File: src/rtl/uart_alu_interface_if.sv
// Bundle of UART receiver, ALU and UART transmitter signals around the command sequencer.
// Latency: none, wires only.
// Backpressure: none; RX/TX use single-cycle done/start pulses.
interface uart_alu_interface_if #(
  parameter int NB_INTERFACE_DATA = 8,
  parameter int NB_INTERFACE_OP   = 6
);
  logic                         i_interface_RXDONE;
  logic [NB_INTERFACE_DATA-1:0] i_interface_RXDATA;
  logic [NB_INTERFACE_DATA-1:0] i_interface_ALURESULT;
  logic                         i_interface_TXDONE;
  logic [NB_INTERFACE_DATA-1:0] o_interface_DATAA;
  logic [NB_INTERFACE_DATA-1:0] o_interface_DATAB;
  logic [NB_INTERFACE_OP-1:0]   o_interface_OP;
  logic [NB_INTERFACE_DATA-1:0] o_interface_TXDATA;
  logic                         o_interface_TXSTART;
  logic                         o_interface_BUSY;
  logic                         o_interface_ERROR;
  logic [1:0]                   o_interface_ERRCODE;

  // Sequencer side
  modport slave (
    input  i_interface_RXDONE, i_interface_RXDATA, i_interface_ALURESULT, i_interface_TXDONE,
    output o_interface_DATAA, o_interface_DATAB, o_interface_OP, o_interface_TXDATA,
    output o_interface_TXSTART, o_interface_BUSY, o_interface_ERROR, o_interface_ERRCODE
  );

  // Environment side (UART RX/TX and ALU)
  modport master (
    output i_interface_RXDONE, i_interface_RXDATA, i_interface_ALURESULT, i_interface_TXDONE,
    input  o_interface_DATAA, o_interface_DATAB, o_interface_OP, o_interface_TXDATA,
    input  o_interface_TXSTART, o_interface_BUSY, o_interface_ERROR, o_interface_ERRCODE
  );
endinterface

File: src/rtl/uart_alu_interface.sv
// Command sequencer: collects A, B, opcode bytes from UART RX, drives the ALU, sends result to UART TX.
// Latency: opcode byte sampled at edge k -> TXDATA at k+1, TXSTART high from k+2 to k+3.
// Backpressure: none on RX; bytes arriving while a result is in flight are dropped and flagged as overrun.
module uart_alu_interface #(
  parameter int NB_INTERFACE_DATA = 8,
  parameter int NB_INTERFACE_OP   = 6,
  parameter int TIMEOUT_CYCLES    = 1_000_000
) (
  input logic                  i_clk,
  input logic                  i_reset,
  uart_alu_interface_if.slave  bus
);

  localparam int NBD = NB_INTERFACE_DATA;
  localparam int NBO = NB_INTERFACE_OP;
  localparam int NBT = $clog2(TIMEOUT_CYCLES + 1);
  localparam logic [NBT-1:0] TERM_CNT = NBT'(TIMEOUT_CYCLES - 1);

  localparam logic [1:0] ERR_BAD_OP  = 2'b01;
  localparam logic [1:0] ERR_TIMEOUT = 2'b10;
  localparam logic [1:0] ERR_OVERRUN = 2'b11;

  typedef enum logic [2:0] {
    ST_IDLE    = 3'd0,
    ST_WAIT_B  = 3'd1,
    ST_WAIT_OP = 3'd2,
    ST_EXEC    = 3'd3,
    ST_SEND    = 3'd4,
    ST_WAIT_TX = 3'd5
  } state_t;

  state_t           state_q;
  logic [NBT-1:0]   cnt_q;
  logic [NBD-1:0]   dataa_q;
  logic [NBD-1:0]   datab_q;
  logic [NBO-1:0]   op_q;
  logic [NBD-1:0]   txdata_q;
  logic             txstart_q;
  logic             busy_q;
  logic             error_q;
  logic [1:0]       errcode_q;

  logic             rx_vld;
  logic [NBD-1:0]   rx_dat;
  logic [NBO-1:0]   rx_op;
  logic             op_valid;

  assign rx_vld = bus.i_interface_RXDONE;
  assign rx_dat = bus.i_interface_RXDATA;
  assign rx_op  = rx_dat[NBO-1:0];

  // Opcode whitelist: ADD SUB AND OR XOR NOR SRA SRL
  always_comb begin
    op_valid = 1'b0;
    case (rx_op)
      NBO'(6'b100000), NBO'(6'b100010), NBO'(6'b100100), NBO'(6'b100101),
      NBO'(6'b100110), NBO'(6'b100111), NBO'(6'b000011), NBO'(6'b000010): op_valid = 1'b1;
      default: op_valid = 1'b0;
    endcase
  end

  // Frame sequencer with registered outputs; ERROR and TXSTART are single-cycle pulses
  always_ff @(posedge i_clk or negedge i_reset) begin
    if (!i_reset) begin
      state_q   <= ST_IDLE;
      cnt_q     <= '0;
      dataa_q   <= '0;
      datab_q   <= '0;
      op_q      <= '0;
      txdata_q  <= '0;
      txstart_q <= 1'b0;
      busy_q    <= 1'b0;
      error_q   <= 1'b0;
      errcode_q <= 2'b00;
    end else begin
      error_q   <= 1'b0;
      txstart_q <= 1'b0;
      case (state_q)
        ST_IDLE: begin
          cnt_q <= '0;
          if (rx_vld) begin
            dataa_q <= rx_dat;
            state_q <= ST_WAIT_B;
            busy_q  <= 1'b1;
          end
        end
        ST_WAIT_B: begin
          // A byte arriving on the terminal count still wins over the timeout
          if (rx_vld) begin
            datab_q <= rx_dat;
            state_q <= ST_WAIT_OP;
            cnt_q   <= '0;
          end else if (cnt_q == TERM_CNT) begin
            error_q   <= 1'b1;
            errcode_q <= ERR_TIMEOUT;
            state_q   <= ST_IDLE;
            busy_q    <= 1'b0;
            cnt_q     <= '0;
          end else begin
            cnt_q <= cnt_q + 1'b1;
          end
        end
        ST_WAIT_OP: begin
          if (rx_vld) begin
            cnt_q <= '0;
            if (op_valid) begin
              op_q    <= rx_op;
              state_q <= ST_EXEC;
            end else begin
              error_q   <= 1'b1;
              errcode_q <= ERR_BAD_OP;
              state_q   <= ST_IDLE;
              busy_q    <= 1'b0;
            end
          end else if (cnt_q == TERM_CNT) begin
            error_q   <= 1'b1;
            errcode_q <= ERR_TIMEOUT;
            state_q   <= ST_IDLE;
            busy_q    <= 1'b0;
            cnt_q     <= '0;
          end else begin
            cnt_q <= cnt_q + 1'b1;
          end
        end
        ST_EXEC: begin
          // Operands were registered last cycle, so the ALU output is settled now
          txdata_q <= bus.i_interface_ALURESULT;
          state_q  <= ST_SEND;
          if (rx_vld) begin
            error_q   <= 1'b1;
            errcode_q <= ERR_OVERRUN;
          end
        end
        ST_SEND: begin
          txstart_q <= 1'b1;
          state_q   <= ST_WAIT_TX;
          if (rx_vld) begin
            error_q   <= 1'b1;
            errcode_q <= ERR_OVERRUN;
          end
        end
        ST_WAIT_TX: begin
          if (bus.i_interface_TXDONE) begin
            state_q <= ST_IDLE;
            busy_q  <= 1'b0;
          end
          if (rx_vld) begin
            error_q   <= 1'b1;
            errcode_q <= ERR_OVERRUN;
          end
        end
        default: begin
          state_q <= ST_IDLE;
          busy_q  <= 1'b0;
          cnt_q   <= '0;
        end
      endcase
    end
  end

  assign bus.o_interface_DATAA   = dataa_q;
  assign bus.o_interface_DATAB   = datab_q;
  assign bus.o_interface_OP      = op_q;
  assign bus.o_interface_TXDATA  = txdata_q;
  assign bus.o_interface_TXSTART = txstart_q;
  assign bus.o_interface_BUSY    = busy_q;
  assign bus.o_interface_ERROR   = error_q;
  assign bus.o_interface_ERRCODE = errcode_q;

endmodule

File: src/flat_wrapper.sv
// flat-port wrapper written by rule: the top's interface ports become plain ports
module uart_alu_interface_flat 
#(
  parameter int NB_INTERFACE_DATA = 8,
  parameter int NB_INTERFACE_OP   = 6,
  parameter int TIMEOUT_CYCLES    = 1_000_000
)
  (i_clk, i_reset, bus_i_interface_RXDONE, bus_i_interface_RXDATA, bus_i_interface_ALURESULT, bus_i_interface_TXDONE, bus_o_interface_DATAA, bus_o_interface_DATAB, bus_o_interface_OP, bus_o_interface_TXDATA, bus_o_interface_TXSTART, bus_o_interface_BUSY, bus_o_interface_ERROR, bus_o_interface_ERRCODE);
  uart_alu_interface_if #(.NB_INTERFACE_DATA(NB_INTERFACE_DATA), .NB_INTERFACE_OP(NB_INTERFACE_OP)) bus_i ();
  input logic i_clk;
  input logic i_reset;
  input wire logic [$bits(bus_i.i_interface_RXDONE)-1:0] bus_i_interface_RXDONE;
  input wire logic [$bits(bus_i.i_interface_RXDATA)-1:0] bus_i_interface_RXDATA;
  input wire logic [$bits(bus_i.i_interface_ALURESULT)-1:0] bus_i_interface_ALURESULT;
  input wire logic [$bits(bus_i.i_interface_TXDONE)-1:0] bus_i_interface_TXDONE;
  output wire logic [$bits(bus_i.o_interface_DATAA)-1:0] bus_o_interface_DATAA;
  output wire logic [$bits(bus_i.o_interface_DATAB)-1:0] bus_o_interface_DATAB;
  output wire logic [$bits(bus_i.o_interface_OP)-1:0] bus_o_interface_OP;
  output wire logic [$bits(bus_i.o_interface_TXDATA)-1:0] bus_o_interface_TXDATA;
  output wire logic [$bits(bus_i.o_interface_TXSTART)-1:0] bus_o_interface_TXSTART;
  output wire logic [$bits(bus_i.o_interface_BUSY)-1:0] bus_o_interface_BUSY;
  output wire logic [$bits(bus_i.o_interface_ERROR)-1:0] bus_o_interface_ERROR;
  output wire logic [$bits(bus_i.o_interface_ERRCODE)-1:0] bus_o_interface_ERRCODE;
  assign bus_i.i_interface_RXDONE = bus_i_interface_RXDONE;
  assign bus_i.i_interface_RXDATA = bus_i_interface_RXDATA;
  assign bus_i.i_interface_ALURESULT = bus_i_interface_ALURESULT;
  assign bus_i.i_interface_TXDONE = bus_i_interface_TXDONE;
  assign bus_o_interface_DATAA = bus_i.o_interface_DATAA;
  assign bus_o_interface_DATAB = bus_i.o_interface_DATAB;
  assign bus_o_interface_OP = bus_i.o_interface_OP;
  assign bus_o_interface_TXDATA = bus_i.o_interface_TXDATA;
  assign bus_o_interface_TXSTART = bus_i.o_interface_TXSTART;
  assign bus_o_interface_BUSY = bus_i.o_interface_BUSY;
  assign bus_o_interface_ERROR = bus_i.o_interface_ERROR;
  assign bus_o_interface_ERRCODE = bus_i.o_interface_ERRCODE;
  uart_alu_interface #(.NB_INTERFACE_DATA(NB_INTERFACE_DATA), .NB_INTERFACE_OP(NB_INTERFACE_OP), .TIMEOUT_CYCLES(TIMEOUT_CYCLES)) u_core (.i_clk(i_clk), .i_reset(i_reset), .bus(bus_i));
endmodule
File: config.mk
export PLATFORM = sky130hd
export DESIGN_NAME = uart_alu_interface_flat
export DESIGN_NICKNAME = d
export VERILOG_FILES = /design/src/rtl/uart_alu_interface_if.sv /design/src/rtl/uart_alu_interface.sv /design/src/flat_wrapper.sv
export SDC_FILE = /design/constraint.sdc
export NUM_CORES = 1
export LEC_CHECK = 0
export BUFFER_PORTS_ARGS = -buffer_cell sky130_fd_sc_hd__buf_4
export CAP_MARGIN = 20
export CORE_MARGIN = 3
export CORE_UTILIZATION = 50
export CTS_BUF_LIST = sky130_fd_sc_hd__clkbuf_8
export CTS_CLUSTER_SIZE = 20
export DETAILED_ROUTE_END_ITERATION = 16
export PLACE_DENSITY_LB_ADDON = 0.2
export SLEW_MARGIN = 20
export SYNTH_ARGS = -nofsm -noshare
export SYNTH_HDL_FRONTEND = slang
export SYNTH_SLANG_ARGS = --single-unit
export TNS_END_PERCENT = 50
File: constraint.sdc
create_clock -name i_clk -period 2.2 [get_ports i_clk]
set_clock_uncertainty 0.15 [all_clocks]
set_input_delay 0.33 -clock i_clk [delete_from_list [all_inputs] [get_ports i_clk]]
set_output_delay 0.33 -clock i_clk [all_outputs]
set_load 0.01 [all_outputs]
* Word-level counts from Yosys, hierarchy flattened
Cells that the tools add are included.
Operators by class: add/subtract/negate cells 1, equality and inequality tests 19, mux-type cells 31, bitwise logic cells 1, reductions and logical operators 12
Operators with widths (number):
- $mux W20 | 2
- $pmux W20 S2 | 1
- $eq A6 B6 Y1 const B | 6
- $add A20 B1 Y20 const B | 1
- $eq A20 B20 Y1 const B | 1
- $pmux W3 S6 | 1
- $mux W3 | 5
- $mux W1 | 13
- $eq A6 B2 Y1 const B | 2
- $mux W2 | 6
- $reduce_or A8 Y1 | 1
- $eq A3 B2 Y1 const B | 2
- $eq A3 B3 Y1 const B | 2
- $ne A2 B2 Y1 const B | 3
- $pmux W2 S3 | 1
- $reduce_and A2 Y1 | 3
- $pmux W1 S5 | 1
- $reduce_and A5 Y1 | 1
- $reduce_and A4 Y1 | 1
- $reduce_or A2 Y1 | 2
- $eq A3 B1 Y1 const B | 1
- $logic_not A3 Y1 | 1
- $ne A3 B3 Y1 const B | 1
- $pmux W1 S3 | 1
- 5 further kinds | 5
Storage, ports and cells: register bits after elaboration 58, output and inout port bits 35, word-level logic and storage cells 74

* Depth between registers and ports, before layout
Gate-level depths: netlist (run 1).
depth after elaboration 6, mapped depth 8, gate-level depth less buffers 7

* Worst setup path before layout (run 1)
OpenSTA, ideal clock, no wires.
kind register -> register, start point register u_core.cnt_q[0], end point register u_core.cnt_q[13], library setup time 0.148 ns, data arrival time 1.734 ns, data required time 1.902 ns, slack 0.168 ns, cell stages (with the launch flop) 9, buffers on the path 1, period minus slack after synthesis 2.032 ns, cell sequence dfrtp_1 -> ha_1 -> and3_4 -> nand3_4 -> nor4_4 -> nor2_2 -> buf_6 -> a41oi_2 -> a31oi_1
Between the ends: word-level cells in the longest chain between the ends 4, elaborated cells on any way between the ends 5
Ends and longest elaborated chain:
- from (decl) | RTL line uart_alu_interface.sv:33 | logic [NBT-1:0] cnt_q;
- from (signal assigned) | RTL line uart_alu_interface.sv:100 | cnt_q <= cnt_q + 1'b1;
- from (signal assigned) | RTL line uart_alu_interface.sv:122 | cnt_q <= cnt_q + 1'b1;
- $add A20 B1 Y20 / $eq A20 B20 Y1 (equally long branches)
- $mux W20 * | RTL line uart_alu_interface.sv:93, uart_alu_interface.sv:115
- $mux W20 * | RTL line uart_alu_interface.sv:104 | if (rx_vld) begin
- $pmux W20 S2 * | RTL line uart_alu_interface.sv:78 | case (state_q)
Every way passes the cells marked *; elsewhere a longest branch is shown, timed or not. A chain may end at the register's enable or synchronous reset.

* Worst setup path in the final report (run 1)
start point register u_core.cnt_q[0], end point register u_core.cnt_q[3]
Same word-level chain as after synthesis.

==> flow_summary.ini, run 1 <==
[outcome]
outcome = completed

[worst_setup_path]
critical_path_buf_inv_count = 0
worst_setup_path_end_kind = register
path_cells = ha_2 > and3_4 > nand3_4 > or4_4 > nand2b_4 > or3_1 > o21ai_0
worstPathRequired_ns = 2.27
rr_startpoint = u_core.cnt_q[0]
slowest_delay_ns = 0.58
r2r_cells = 7
ff2ff_setup_slack_ns = 0.13
reg2reg_to = u_core.cnt_q[3]
crit_type = register to register
cp_num_cells = 7
crit_end = u_core.cnt_q[3]
path_max_fanout = 6
crit_slowest_cell = or4_4
critPathTopFamily = simple AND/OR/NAND/NOR gates
crit_path_start = u_core.cnt_q[0]
critPathArrivalTime_ns = 2.14
start_kind = register

[global_routing]
track_usage = 0.218
grt_pass1_wl_um = 10700
grt-ovfl-total = 0
antenna_found_initial = 0
grt_pass1_vias = 2194
grt_start_max_net_pins = 59

[routing]
wirelength_um = 6230
ant_nets = 0
first_pass_iters = 5
vias_per_cell = 5.47
drc_errors = 0
drtIter0Drc = 157
via_count = 2186
wire_per_inst_um = 15.6

[sta]
worst_slew_pin_slew_ns = 0.708
final_max_slew_viol_count = 0
finalSetupTns_ns = 0
fin_crit_ns = 2.07
period_share = 0.941
relSlewSlack = 0.528
fmax_mhz = 483
rsz0062_at_grt = yes
hold_viol = 0
setup_viol = 0

[finish]
final_nets = 346
drive_above_1_share = 0.379
diodes = 0
syn_to_final_growth_pct = 25.1
design_area_um2 = 3500

[synthesis]
synth_top_area_frac = 0.519
synth_commonest_cells = dfrtp_1 (58), mux2_2 (28), nand2_1 (21)
synth_area_per_cell_um2 = 10.8
synth_top_area_cell = dfrtp_1
syn-cell-area_um2 = 2800
synth-main-ff-cell = dfrtp_1
async_flop_share = 1.00
synth_area_leaders = dfrtp_1 (52%), mux2_2 (11%), o21ai_0 (3.6%)
synth-seq-cells = 58
synth-edff-count = 0
yosysWarnings = 0
yosysSeqAreaShare = 0.519
syn_nets = 279
syn_inst = 258
ys_types = 49
synthMostInstantiatedCell = dfrtp_1

[floorplan]
dieArea_um2 = 6530
rows = 26
die_x_um = 80.8
pin_count = 55
start_util = 0.531
die_h_um = 80.8
fp.coreArea_um2 = 5270

[placement]
dp_hpwl_um = 4420
place_area_um2 = 3310
port_buffers = 54
gp_congestion = 0.855

[clock_network]
cts-buffers-inserted = 9
cts.clk_slew.worst_paths_ns = 0.07
root_buffer = clkbuf_8
cts.sinks = 58
cts_buffer_depth = 2
clk_latency_ns = 0.33
cts_tree = done
cts_max_level = 3

[pwr]
p_leak_nw = 1.55
vdd_ir_drop_max_v = 0.000735
p_per_area_nw_per_um2 = 1200
fin_total_pwr_mw = 4.20

[min_path]
hold_path_class = input pin to register

[flow_run]
maxCapViolCount = 0
==> per-layer routing <==
metal  part of all wire  global-route usage  vias to the layer above
met5                  0                   0                        -
met4              0.018              0.0997                        0
met3              0.059              0.0477                       11
met2               0.47               0.334                       74
met1               0.45               0.297                     1038
li1                   -                   -                     1063
==> flip-flops by register name, indices dropped and copies added, names as in the netlist <==
register	count
u_core.bus.o_interface_OP	6
u_core.bus.o_interface_TXDATA	8
u_core.bus.o_interface_DATAA	8
u_core.bus.o_interface_DATAB	8
u_core.bus.o_interface_BUSY	1
u_core.bus.o_interface_ERRCODE	2
u_core.state_q	3
u_core.cnt_q	20
u_core.bus.o_interface_TXSTART	1
u_core.bus.o_interface_ERROR	1
==> worst register-to-register path, stage by stage (launching register included) <==
cell	delay [ns]
dfrtp_1	0.40
ha_2	0.23
and3_4	0.21
nand3_4	0.10
or4_4	0.58
nand2b_4	0.12
or3_1	0.10
o21ai_0	0.06
==> where the power goes <==
group | total [mW] | internal, mW | switching (mW)
logic | 1.75 | 0.919 | 0.829
registers | 1.61 | 1.41 | 0.205
clock network | 0.840 | 0.403 | 0.438
total | 4.20 | 2.73 | 1.47
==> layout make-up <==
type	instances	area, um2
fill	457	1770
sequential	58	1450
multi-input combinational	185	1260
timing repair buffer	68	517
clock buffer	9	124
tap	70	87.6
clock inverter	7	46.3
inverter	3	11.3
==> per-stage QoR <==
step / std cells / hold slack (ns) / util / worst slack, ns
floorplan: 258 / -0.116 / - / 0.168
global placement: 383 / 0.284 / 0.628 / 0.152
detailed placement: 383 / 0.284 / 0.628 / 0.0823
CTS: 400 / 0.0655 / 0.662 / 0.0877
global route: 400 / 0.0696 / 0.664 / -0.0163
finish: 400 / 0.0796 / 0.664 / 0.130
==> layout by cell type (no fill, tap or decap), types with 2 or more instances in the layout <==
cell type   synthesis  final
a21oi_1            13     13
a22o_1              3      3
a31oi_1             9      9
and2_1              2      2
and3_1              3      3
buf_4               0     66
clkbuf_8            0      9
clkinv_2            0      3
clkinvlp_4          0      3
dfrtp_1            58     58
inv_1               3      3
mux2_2             28     28
nand2_1            21     21
nand2b_1            6      6
nand3_1            11     11
nand4_1             5      5
nor2_1             19     19
nor2b_1             3      3
nor3_1              5      5
o21ai_0            20     20
o22ai_1             2      2
o31ai_1             3      3
or2_2               2      2
or3_1               3      3
xnor2_1             3      3
==> cells by family after synthesis <==
family / count (synthesis) / synth area share
muxes: 29 / 0.116
and+or+nand+nor: 95 / 0.193
buffers and inverters: 15 / 0.0322
AOI/OAI and AO/OA: 56 / 0.122
adders and majority gates: 1 / 0.00447
xor gates and xnor gates: 4 / 0.0125
DFF: 58 / 0.519
==> worst min-delay path by stage <==
stage / cells after the start / slack, ns / endpoint / from
CTS: 2 / 0.07 / u_core.bus.o_interface_TXDATA[3] / bus_i_interface_ALURESULT[3]
finish: 2 / 0.08 / u_core.bus.o_interface_TXDATA[3] / bus_i_interface_ALURESULT[3]
detailed placement: 1 / 0.28 / u_core.bus.o_interface_DATAB[0] / i_reset
global route: 2 / 0.07 / u_core.bus.o_interface_TXDATA[3] / bus_i_interface_ALURESULT[3]
floorplan: 0 / -0.12 / u_core.bus.o_interface_BUSY / i_reset
global placement: 1 / 0.28 / u_core.bus.o_interface_DATAB[0] / i_reset
==> what timing repair did <==
| action | CTS | global route |
|---|---|---|
| endpoints found under the hold margin | 58 | 0 |
| resized for setup | 0 | 3 |
| setup endpoints to repair | 0 | 5 |
| setup buffers | 0 | 0 |
| hold buffers | 1 | 0 |
No activity file was read; power rests on OpenSTA's default activity.
==> run 2: changes to the inputs <==
--- a/config.mk
+++ b/config.mk
@@ -13,6 +13,7 @@
 export CTS_CLUSTER_SIZE = 20
 export DETAILED_ROUTE_END_ITERATION = 16
 export PLACE_DENSITY_LB_ADDON = 0.2
+export RECOVER_POWER = 100
 export SLEW_MARGIN = 20
 export SYNTH_ARGS = -nofsm -noshare
 export SYNTH_HDL_FRONTEND = slang
==> run 2 against run 1 <==
  * Via count is 0.37% lower
  * Sequential share of layout area increased by 2.0 points
  * Critical path depth unchanged
  * Fmax about the same
  * Combinational power fell by 15%
  * Die area unchanged
  * Non-clock buffer count unchanged
  * Final cell count unchanged
  * Sequential power about the same
  * Highest routed layer unchanged
==> flow_summary.ini, run 2 (synthesis results as in run 1) <==
[worst_setup_path]
worst_setup_path_end_kind = register
r2r_cells = 7
worstPathRequired_ns = 2.27
crit_type = register to register
critPathArrivalTime_ns = 2.14
path_max_fanout = 6
start_kind = register

[placement]
dp_hpwl_um = 4420
port_buffers = 54
gp_congestion = 0.855

[clock_network]
post_cts_buffers = 0
clk_latency_ns = 0.34
cts_max_level = 3
cts-buffers-inserted = 9
root_buffer = clkbuf_8
cts.clk_slew.worst_paths_ns = 0.07
cts_buffer_depth = 2
cts.sinks = 58
cts_tree = done

[floorplan]
die_x_um = 80.8
rows = 26
die_h_um = 80.8
fp.coreArea_um2 = 5270
start_util = 0.531
dieArea_um2 = 6530
pin_count = 55

[routing]
first_pass_iters = 4
via_count = 2178
drtIter0Drc = 152
ant_nets = 0
wirelength_um = 6220
drc_errors = 0
vias_per_cell = 5.45
wire_per_inst_um = 15.5

[finish]
most-common-layout-cells = dfrtp_1 (58), clkbuf_1 (39), mux2_2 (28)
final_common_cell = dfrtp_1
max_flop_register = u_core.cnt_q
final_nets = 346
diodes = 0
largest_reg_flops = 20
drive_above_1_share = 0.258
syn_to_final_growth_pct = 19.5

[pwr]
p_leak_nw = 1.40
netSwitchingPower_mw = 1.46
vdd_ir_drop_max_v = 0.000673
fin_total_pwr_mw = 3.92
pwr-share-seq = 0.408
switching_share = 0.373
p_per_area_nw_per_um2 = 1170
power_frac_clock = 0.215
p_comb_frac = 0.377
internal_power_mw = 2.46

[outcome]
outcome = completed

[sta]
fin_crit_ns = 2.07
fmax_mhz = 483
relSlewSlack = 0.0770
worst_slew_pin_slew_ns = 1.38
rsz0062_at_grt = yes
finalSetupTns_ns = 0
period_share = 0.941
final_max_slew_viol_count = 0
setup_viol = 0
hold_viol = 0

[flow_run]
maxCapViolCount = 0

[global_routing]
grt-ovfl-total = 0
grt_start_max_net_pins = 59
grtUsageMet1 = 0.297
grt_pass1_wl_um = 10700
grt_pass1_vias = 2194
antenna_found_initial = 0
use_met3 = 0.0477
track_usage = 0.218
grt_busiest_layer = met2
use_met2 = 0.334

[min_path]
min_path_cells = 2
hold_path_class = input pin to register
## run 2: cell count changes in the layout (fill, tap and decap cells not counted), sizes merged
cell and change:
buf -42, clkbuf +42
## run 2: per-stage QoR
| stage | util | area (um2) | hold WS (ns) | setup WS [ns] | cells |
|---|---|---|---|---|---|
| floorplan | - | 2800 | -0.116 | 0.168 | 258 |
| global route | 0.634 | 3340 | 0.0697 | -0.0163 | 400 |
| detailed placement | 0.628 | 3310 | 0.284 | 0.0823 | 383 |
| CTS | 0.662 | 3490 | 0.0655 | 0.0877 | 400 |
| finish | 0.634 | 3340 | 0.0771 | 0.130 | 400 |
| global placement | 0.628 | 3310 | 0.284 | 0.152 | 383 |
## run 2: power groups by stage
stage / Sequential (mW) / Clock [mW] / Combinational (mW)
after floorplan: 1.73 / 0 / 0.884
after global placement: 1.61 / 0 / 1.71
after detailed placement: 1.63 / 0 / 1.75
after CTS: 1.61 / 0.865 / 1.76
after global routing: 1.65 / 0.910 / 1.63
final: 1.60 / 0.843 / 1.48
## run 2: area by class of cell
type                       instances  area, um2
fill                             494       1930
sequential                        58       1450
multi-input combinational        185       1260
timing repair buffer              68        363
clock buffer                       9        124
tap                               70       87.6
clock inverter                     7       46.3
inverter                           3       11.3
## run 2: worst max-delay path, stage by stage (launching register included)
cell	delay (ns)
dfrtp_1	0.40
ha_2	0.23
and3_4	0.21
nand3_4	0.10
or4_4	0.58
nand2b_4	0.12
or3_1	0.10
o21ai_0	0.06
## run 2: timing repair
item / CTS / global route
hold buffers: 1 / 0
gates resized for setup: 0 / 3
endpoints found under the setup margin: 0 / 5
hold endpoints to repair: 58 / 0
## run 2: layer usage
metal / vias up / part of all wire
li1: 1061 / -
met1: 1040 / 0.45
met2: 67 / 0.47
met3: 10 / 0.060
met4: 0 / 0.018
met5: - / 0
## run 2: worst paths after layout
| path | slack [ns] | to | from |
|---|---|---|---|
| setup reg to reg | 0.13 | u_core.cnt_q[3] | u_core.cnt_q[0] |
| hold reg to reg | 0.35 | u_core.bus.o_interface_OP[3] | u_core.bus.o_interface_OP[3] |
| hold / removal | 0.08 | u_core.bus.o_interface_TXDATA[3] | bus_i_interface_ALURESULT[3] |
| min in group asynchronous | 0.70 | u_core.bus.o_interface_DATAB[0] | i_reset |
| max in group asynchronous | 0.36 | u_core.cnt_q[2] | i_reset |
| setup / recovery | 0.13 | u_core.cnt_q[3] | u_core.cnt_q[0] |
